$ cat src/rtl/deselect_16.sv
// Receive-side 16-slot serial-to-parallel collector. Steps one slot per time_025
// toggle, in lockstep with the transmitter, and publishes each completed word.
module deselect_16 (
    input  logic        reset,
    input  logic        clk_in,
    input  logic        time_025,
    input  logic        in,
    input  logic        sync,
    output logic [15:0] out,
    output logic        valid,
    output logic [3:0]  addr
);

    logic        q1_reg;
    logic        q2_reg;
    logic        step;
    logic [15:0] frame_reg;
    logic [15:0] frame_next;
    logic [15:0] out_reg;
    logic        valid_reg;
    logic [3:0]  addr_reg;
    logic [3:0]  addr_next;
    logic        publish;

    // Both edges of the timebase advance the slot, matching the transmitter.
    assign step = q1_reg ^ q2_reg;

    assign publish = step && !sync && (addr_reg == 4'd15);

    genvar gi;
    generate
        for (gi = 0; gi < 16; gi++) begin : g_slot
            if (gi == 0) begin : g_first
                // A sync either clears the slot or, with a step, starts the new frame here.
                assign frame_next[gi] = sync ? (step & in)
                                      : ((step && addr_reg == 4'd0) ? in : frame_reg[gi]);
            end else begin : g_rest
                assign frame_next[gi] = sync ? 1'b0
                                      : ((step && addr_reg == 4'(gi)) ? in : frame_reg[gi]);
            end
        end
    endgenerate

    always_comb begin
        addr_next = addr_reg;
        if (sync) begin
            addr_next = step ? 4'd1 : 4'd0;
        end else if (step) begin
            addr_next = addr_reg + 4'd1;
        end
    end

    always_ff @(posedge clk_in or negedge reset) begin
        if (!reset) begin
            q1_reg    <= 1'b0;
            q2_reg    <= 1'b0;
            frame_reg <= 16'h0000;
            out_reg   <= 16'h0000;
            valid_reg <= 1'b0;
            addr_reg  <= 4'd0;
        end else begin
            q1_reg    <= time_025;
            q2_reg    <= q1_reg;
            frame_reg <= frame_next;
            addr_reg  <= addr_next;
            valid_reg <= publish;
            if (publish) begin
                out_reg <= {in, frame_reg[14:0]};
            end
        end
    end

    assign out   = out_reg;
    assign valid = valid_reg;
    assign addr  = addr_reg;

endmodule
$ cat config.mk
export PLATFORM = sky130hd
export DESIGN_NAME = deselect_16
export DESIGN_NICKNAME = d
export VERILOG_FILES = /design/src/rtl/deselect_16.sv
export SDC_FILE = /design/constraint.sdc
export NUM_CORES = 1
export LEC_CHECK = 0
export ABC_AREA = 1
export CAP_MARGIN = 25
export CORE_MARGIN = 4
export CORE_UTILIZATION = 30
export DETAILED_ROUTE_END_ITERATION = 10
export HOLD_SLACK_MARGIN = 0.02
export PLACE_DENSITY_LB_ADDON = 0.3
export SLEW_MARGIN = 5
export SYNTH_ARGS = -nofsm -noshare
export SYNTH_HDL_FRONTEND = slang
export SYNTH_SLANG_ARGS = --single-unit
$ cat constraint.sdc
create_clock -name clk_in -period 2.3 [get_ports clk_in]
set_clock_uncertainty 0.1 [all_clocks]
set_input_delay 0.46 -clock clk_in [delete_from_list [all_inputs] [get_ports clk_in]]
set_output_delay 0.46 -clock clk_in [all_outputs]
set_load 0.02 [all_outputs]
Word-level counts from Yosys, hierarchy flattened
Cells that the tools add are included.
- register bits after elaboration: 38
- latch bits: 0
- bits in writable memories: 0
- bits in read-only memories: 0
- input port bits: 5
- output and inout bits: 21
- word-level logic and storage cells: 106
- memories kept: 0
- add/subtract/negate cells: 1
- multipliers: 0
- div/mod/pow operators: 0
- $lt $le $gt $ge: 0
- eq/ne operators: 15
- shift-type cells: 0
- multiplexer cells: 33
- bitwise gates (word level): 2
- reduce and logical (&&, ||, !) cells: 35
- operators by type and width (operator ; number):
    4-bit equality test (second input constant) ; 8
    2-bit nonzero test ; 16
    1-bit 2-to-1 mux ; 31
    1-bit logical AND ; 17
    4-bit by 3-bit equality test with 1-bit output (second input constant) ; 4
    4-bit by 2-bit equality test with 1-bit output (second input constant) ; 2
    4-bit 2-to-1 mux ; 2
    4-bit by 1-bit adder with 4-bit output (second input constant) ; 1
    4-bit by 1-bit equality test with 1-bit output (second input constant) ; 1
    4-bit logical NOT ; 1
    1-bit bitwise AND ; 1
    1-bit logical NOT ; 1
    1-bit bitwise XOR ; 1

Longest topological paths before layout
- depth in word-level cells: 4
- gate-level depth with buffers: 8
- mapped depth without buffers: 8

Worst setup path after synthesis
No wires, ideal clock.
- path type: register to register
- start point: register addr_reg[0] (netlist: addr[0])
- end point: register out_reg[0] (netlist: out[0])
- setup time: 0.117 ns
- arrival: 1.347 ns
- data required time: 2.083 ns
- setup slack: 0.736 ns
- stages on the path, launching flop included: 8
- path buffers: 1
- clock period less this slack: 1.564 ns
- cell sequence: dfrtp_1 > ha_1 > inv_2 > nor2_8 > nand3_4 > buf_6 > nand2_1 > nand2_1
- word-level cells in the longest chain between the ends: 2
- ends and longest elaborated chain (what ; RTL line ; source):
    start, declared ; 21 ; logic [3:0] addr_reg;
    start signal, assigned ; 65 ; addr_reg <= addr_next;
    4-bit equality test ; n/a ;
    1-bit logical AND ; 28 ; assign publish = step && !sync && (addr_reg == 4'd15);
    end signal, assigned ; 68 ; out_reg <= {in, frame_reg[14:0]};
    end, declared ; 19 ; logic [15:0] out_reg;
Every way passes these cells.
A chain may end at the register's enable or synchronous reset.

Worst setup path in the final report
- start point: register addr_reg[3] (netlist: addr[3])
- end point: output port addr[3]
- RTL lines (what ; RTL line ; source):
    end, declared ; 11 ; output logic [3:0] addr
No word-level cell between the ends.

==> run metrics <==
status finished clean; vias post-DR 1541; WS Path Type flip-flop to primary output; crit path buf inv count 1; Vias/cell 4.61; Syn Nets 242; initial antenna violation count 0; io pins 26; Leak 1.23 nW; DRT iter0 DRCs 107; Max Clock Freq 479 MHz; family with the most delay on the worst path buffers and inverters; first-pass GRT wire length 7240 µm; Rows 28; xor-xnor portion of the synthesized cell area 0.00930; mux cell area share after synthesis 0; TritonCTS clock tree done; sequential fraction of the synthesis area 0.505; Final Max Slew Viols 0; Syn Area/Cell 8.08 µm²; Final Power 1.40 mW; Worst VDD drop 0.260 mV; async set or reset register ratio after synthesis 1.00; Crit path arrival time 1.53 ns; worst-margin pin slew 0.352 ns; Hold Violations, Final 0; Area growth syn-to-layout 21.8%; CP Launch Type flip-flop; Setup Buffers After CTS 0; clock latency on the worst-skew pair 0.29 ns; largest net degree at the start of global routing 39; Mapped Area 1880 µm²; critical path capture point type primary output; Pwr Density 612 nW/µm²; post-synthesis compound-gate area fraction 0.00532; final worst path period share 0.909; Mapped Cells 233; number of max-cap violations 0; htree depth 2; Die ar. 7610 µm²; Detailed Place HPWL 2680 µm; Post-synth EDFFs 0; Largest stage delay, worst path 0.68 ns; number of synthesized register bits 38; Ys Warns 0; Fill cells 628; vias in the first global route 1557; post-route setup TNS 0 ns; RePlAce Congestion 0.839; fraction of layout cells with a size suffix above 1 0.0849; CP Cell Sequence clkdlybuf4s50_1; Routed WL 4000 µm; Diodes inserted 0; max FFs per register 16; root buffer selected by CTS clkbuf_8; cts bufs inserted 5; # setup viols final 0; count of cell types in the netlist 20; chip width 87.2 µm; DR pass1 iterations 4; relative slew slack 0.765; Post-DRT Antenna Nets 0; wire per inst 12.0 µm; GR Util All Layers 0.122; # resized after CTS 0; simple-gate area share of the yosys netlist 0.379; Initial Utilization 0.314; Die Ht 87.2 µm; drc violations 0; maximum root-to-sink buffer count 2; CTS clock-pin slew for the worst setup and hold paths 0.08 ns; Tmin final 2.09 ns; commonest register cell after synthesis dfrtp_1; largest family of logic cells by synthesized area simple AND/OR/NAND/NOR gates; Nets 267; worst hold path type primary input to asynchronous set/reset pin; RSZ-0062 raised after global routing false; area of the core 5990 µm²; critical path's slowest cell clkdlybuf4s50_1; adder-cell share of the synthesized area 0.0266; clk sinks 38; Crit path required time 1.74 ns; remaining global-route overflow 0; IO Port Bufs 25; CTS Hold Bufs 0; CP max FO 9
## report_power, final
| group | leakage [nW] | internal [mW] | switching [mW] | total, mW |
|---|---|---|---|---|
| logic | 0.666 | 0.0695 | 0.132 | 0.202 |
| clock network | 0.0472 | 0.241 | 0.240 | 0.481 |
| registers | 0.514 | 0.699 | 0.0235 | 0.722 |
| total | 1.23 | 1.01 | 0.395 | 1.40 |
## cell families after synthesis
group / count (synthesis)
AOI/OAI and AO/OA: 2
xor gates and xnor gates: 2
adders and majority gates: 4
buffers and inverters: 29
DFF: 38
and+or+nand+nor: 158
## cells in the mapped netlist, drive strengths merged (2+ instances only)
master | n | area share
nand3 | 27 | 0.078
inv | 15 | 0.030
nand4 | 19 | 0.063
dfrtp | 38 | 0.50
buf | 12 | 0.041
nand2 | 102 | 0.21
ha | 4 | 0.027
xor2 | 2 | 0.0093
nor2 | 10 | 0.029
## final timing paths
path	from	to	slack [ns]	depth (start not counted)
max in group asynchronous	reset	frame_reg[10]$_DFFE_PN0P_	1.88	2
setup reg to reg	addr[0]$_DFFE_PN0P_	out[2]$_DFFE_PN0P_	0.53	6
setup / recovery	addr[3]$_DFFE_PN0P_	addr[3]	0.21	1
hold / removal	reset	out[4]$_DFFE_PN0P_	0.02	2
min in group clk_in	q1_reg$_DFF_PN0_	q2_reg$_DFF_PN0_	0.32	0
hold reg to reg	q1_reg$_DFF_PN0_	q2_reg$_DFF_PN0_	0.32	0
## through the flow
step / utilization / instances / worst slack, ns / hold slack (ns) / instance area, µm²
final: 0.383 / 334 / 0.210 / 0.0209 / 2290
after global routing: 0.383 / 334 / 0.162 / 0.0285 / 2290
after CTS: 0.383 / 334 / 0.198 / 0.0272 / 2290
after detailed placement: 0.367 / 326 / 0.407 / 0.308 / 2200
after global placement: 0.367 / 326 / 0.418 / 0.304 / 2200
after floorplan: - / 233 / 0.736 / 0.0644 / 1880
## routing by layer
| metal | vias up | global-route usage | part of all wire |
|---|---|---|---|
| met2 | 27 | 0.188 | 0.45 |
| li1 | 801 | - | - |
| met3 | 7 | 0.0331 | 0.048 |
| met5 | - | 0 | 0 |
| met4 | 0 | 0.0544 | 0.020 |
| met1 | 706 | 0.162 | 0.48 |
## final cells by class
class                           instances  area [µm²]  area share
Clock buffer                            6        82.6      0.0360
Tap cell                               75        93.8      0.0409
Timing Repair Buffer                   31         303       0.132
Sequential cell                        38         951       0.415
Clock inverter                          2        12.5     0.00546
Multi-Input combinational cell        166         791       0.345
Inverter                               16        60.1      0.0262
## placed cells by master (no fill, tap or decap)
cell type,n
clkinv_2,1
nand2_2,1
buf_2,1
dfrtp_1,38
o21ai_1,1
nand4_1,19
clkinvlp_4,1
clkinv_1,1
nor2_1,9
inv_1,12
nand2_4,1
buf_12,1
nand3_4,1
nand3_1,26
ha_1,4
inv_2,3
xor2_1,2
clkbuf_8,6
nand2_1,100
clkdlybuf4s50_1,24
a21oi_1,1
nor2_8,1
buf_4,5
(Power assumes the default switching activity.)
==> RTL edit, RTL diff (config.mk and constraints unchanged) <==
Take the reset off `addr_reg` and load it in a clocked block of its own.
--- a/src/rtl/deselect_16.sv
+++ b/src/rtl/deselect_16.sv
@@ -57,12 +57,10 @@
             frame_reg <= 16'h0000;
             out_reg   <= 16'h0000;
             valid_reg <= 1'b0;
-            addr_reg  <= 4'd0;
         end else begin
             q1_reg    <= time_025;
             q2_reg    <= q1_reg;
             frame_reg <= frame_next;
-            addr_reg  <= addr_next;
             valid_reg <= publish;
             if (publish) begin
                 out_reg <= {in, frame_reg[14:0]};
@@ -70,6 +68,10 @@
         end
     end
 
+    always_ff @(posedge clk_in) begin
+        addr_reg <= addr_next;
+    end
+
     assign out   = out_reg;
     assign valid = valid_reg;
     assign addr  = addr_reg;
Behaviour: differs if reset is asserted again (counterexample within 4 cycles, from zero or initial values and one cycle with reset low); with reset held inactive, the same outputs for 10 cycles.
==> RTL edit against the original RTL <==
- non-clock buffer count down 1
- sequential power up 7.6%
- routed wire length is 11% lower
- critical endpoint unchanged
- synthesized cell count shrank 6.4%
- die area is 4.0% lower
- power grew 9.8%
- sequential cell count unchanged
- design area down 3.5%
- synthesized area decreased by 4.4%
- worst setup slack improved by 70 ps
- critical path type unchanged
- register-to-register slack improved by 140 ps
==> RTL edit: results (changes against the original RTL) <==
| Metric | Value |
|---|---|
| Clock-pin transition on the worst setup and hold timing paths | 80 ps (about the same) |
| Worst slew pin tran | 426 ps (+74.3 ps) |
| GR Util All Layers | 0.113 (-0.00907) |
| Arithmetic-cell share of the synthesized area counting full adders, half adders and majority gates | 0.0278 (+0.00122) |
| Min-delay worst type | reg -> reg |
| Placer congestion estimate | 0.739 (-12%) |
| Maximum number of pins on one net before global-route repair | 35 (-10%) |
| Sequential area share after synthesis | 0.539 (+0.0343) |
| Average wire per standard cell | 11.2 um (-6.6%) |
| VDD IR max | 0.271 mV (+3.9%) |
| Delay of the slowest critical-path stage | 660 ps (-20 ps) |
| Share of total power in combinational logic | 0.183 (+0.039) |
| Count of placed standard cells including taps | 311 (-4.6%) |
| Switching part of the total | 0.291 (+0.00969) |
| Cells after Synth | 218 (-6.4%) |
| Outcome | finished, final reports clean |
| Final WL | 3570 um (-11%) |
| Avg Vias per Cell | 4.48 (-2.9%) |
| Count of unresolved DRC violations after routing | 0 (unchanged) |
| Total Nets Final | 255 (-4.5%) |
| Power density over the cells | 697 mW/mm2 (+14%) |
| Depth of the worst register-to-register path | 7 (+1) |
| Clock share of power | 0.313 (-0.029) |
| Antenna violations before repair | 0 (unchanged) |
| Static Leakage | 1.16 nW (-5.2%) |
| Fraction of registers with async set/reset | 0.895 (-0.105) |
| Count of cell types in the netlist | 19 (-5.0%) |
| Via count of the first global-routing pass | 1,414 (-9.2%) |
| Final HPWL from detailed placement | 2520 um (-5.7%) |
| Initial DRC count | 93 (-13%) |
| Area fraction in compound gates after synthesis | 0.0111 (+0.00580) |
| Cells taking the most area after synthesis | sky130_fd_sc_hd__dfrtp_1 47%, sky130_fd_sc_hd__nand2_1 22%, sky130_fd_sc_hd__nand3_1 6.9% |
| Post-Synthesis Net Count | 227 (-6.2%) |
| # fillers | 611 (-2.7%) |
| Total iterations of the first detailed-routing run | 5 (+1) |
| Xor/xnor cell area share of the yosys netlist | 0 (-0.00930) |
| Pre-CTS WS | 314 ps (-92.9 ps) |
| Worst path arrival time | 1460 ps (-70 ps) |
| Top cell types by occurrence after synthesis | 107 x sky130_fd_sc_hd__nand2_1, 34 x sky130_fd_sc_hd__dfrtp_1, 25 x sky130_fd_sc_hd__nand3_1 |
| Global-route wire length before repair | 6600 um (-8.9%) |
| Number of synthesized flops with an enable pin | 4 (+4) |
| Inserted Clock Buffers | 5 (unchanged) |
| Post-synthesis mux area share | 0 (unchanged) |
| Ratio of cells with drive above 1 in the final layout | 0.0891 (+0.00413) |
| Placed Instance Area | 0.00212 mm2 (-3.6%) |
RTL edit: layout make-up:
cell class / count / area, um2 / share of cell area
Sequential cell: 38 / 971 / 0.439
Clock buffer: 6 / 82.6 / 0.0373
Inverter: 13 / 53.8 / 0.0243
Clock inverter: 2 / 11.3 / 0.00509
Timing Repair Buffer: 30 / 300 / 0.136
Tap cell: 72 / 90.1 / 0.0407
Multi-Input combinational cell: 158 / 704 / 0.318
RTL edit: path summary, 6_finish.rpt:
kind	slack [ps]	end	start
worst max-delay path	280	addr[3]	addr[3]
worst min-delay path	310	q2_reg	q1_reg
worst max register to register	670	out[6]	addr[0]
worst min register to register	310	q2_reg	q1_reg
max in group asynchronous	1310	out[7]	reset
min in group asynchronous	480	valid	reset
RTL edit: layer usage:
metal,track usage,vias up,part of all wire
met5,0,-,0
met3,0.0456,4,0.049
met4,0.0259,0,0.011
met2,0.172,23,0.44
met1,0.152,660,0.50
li1,-,742,-
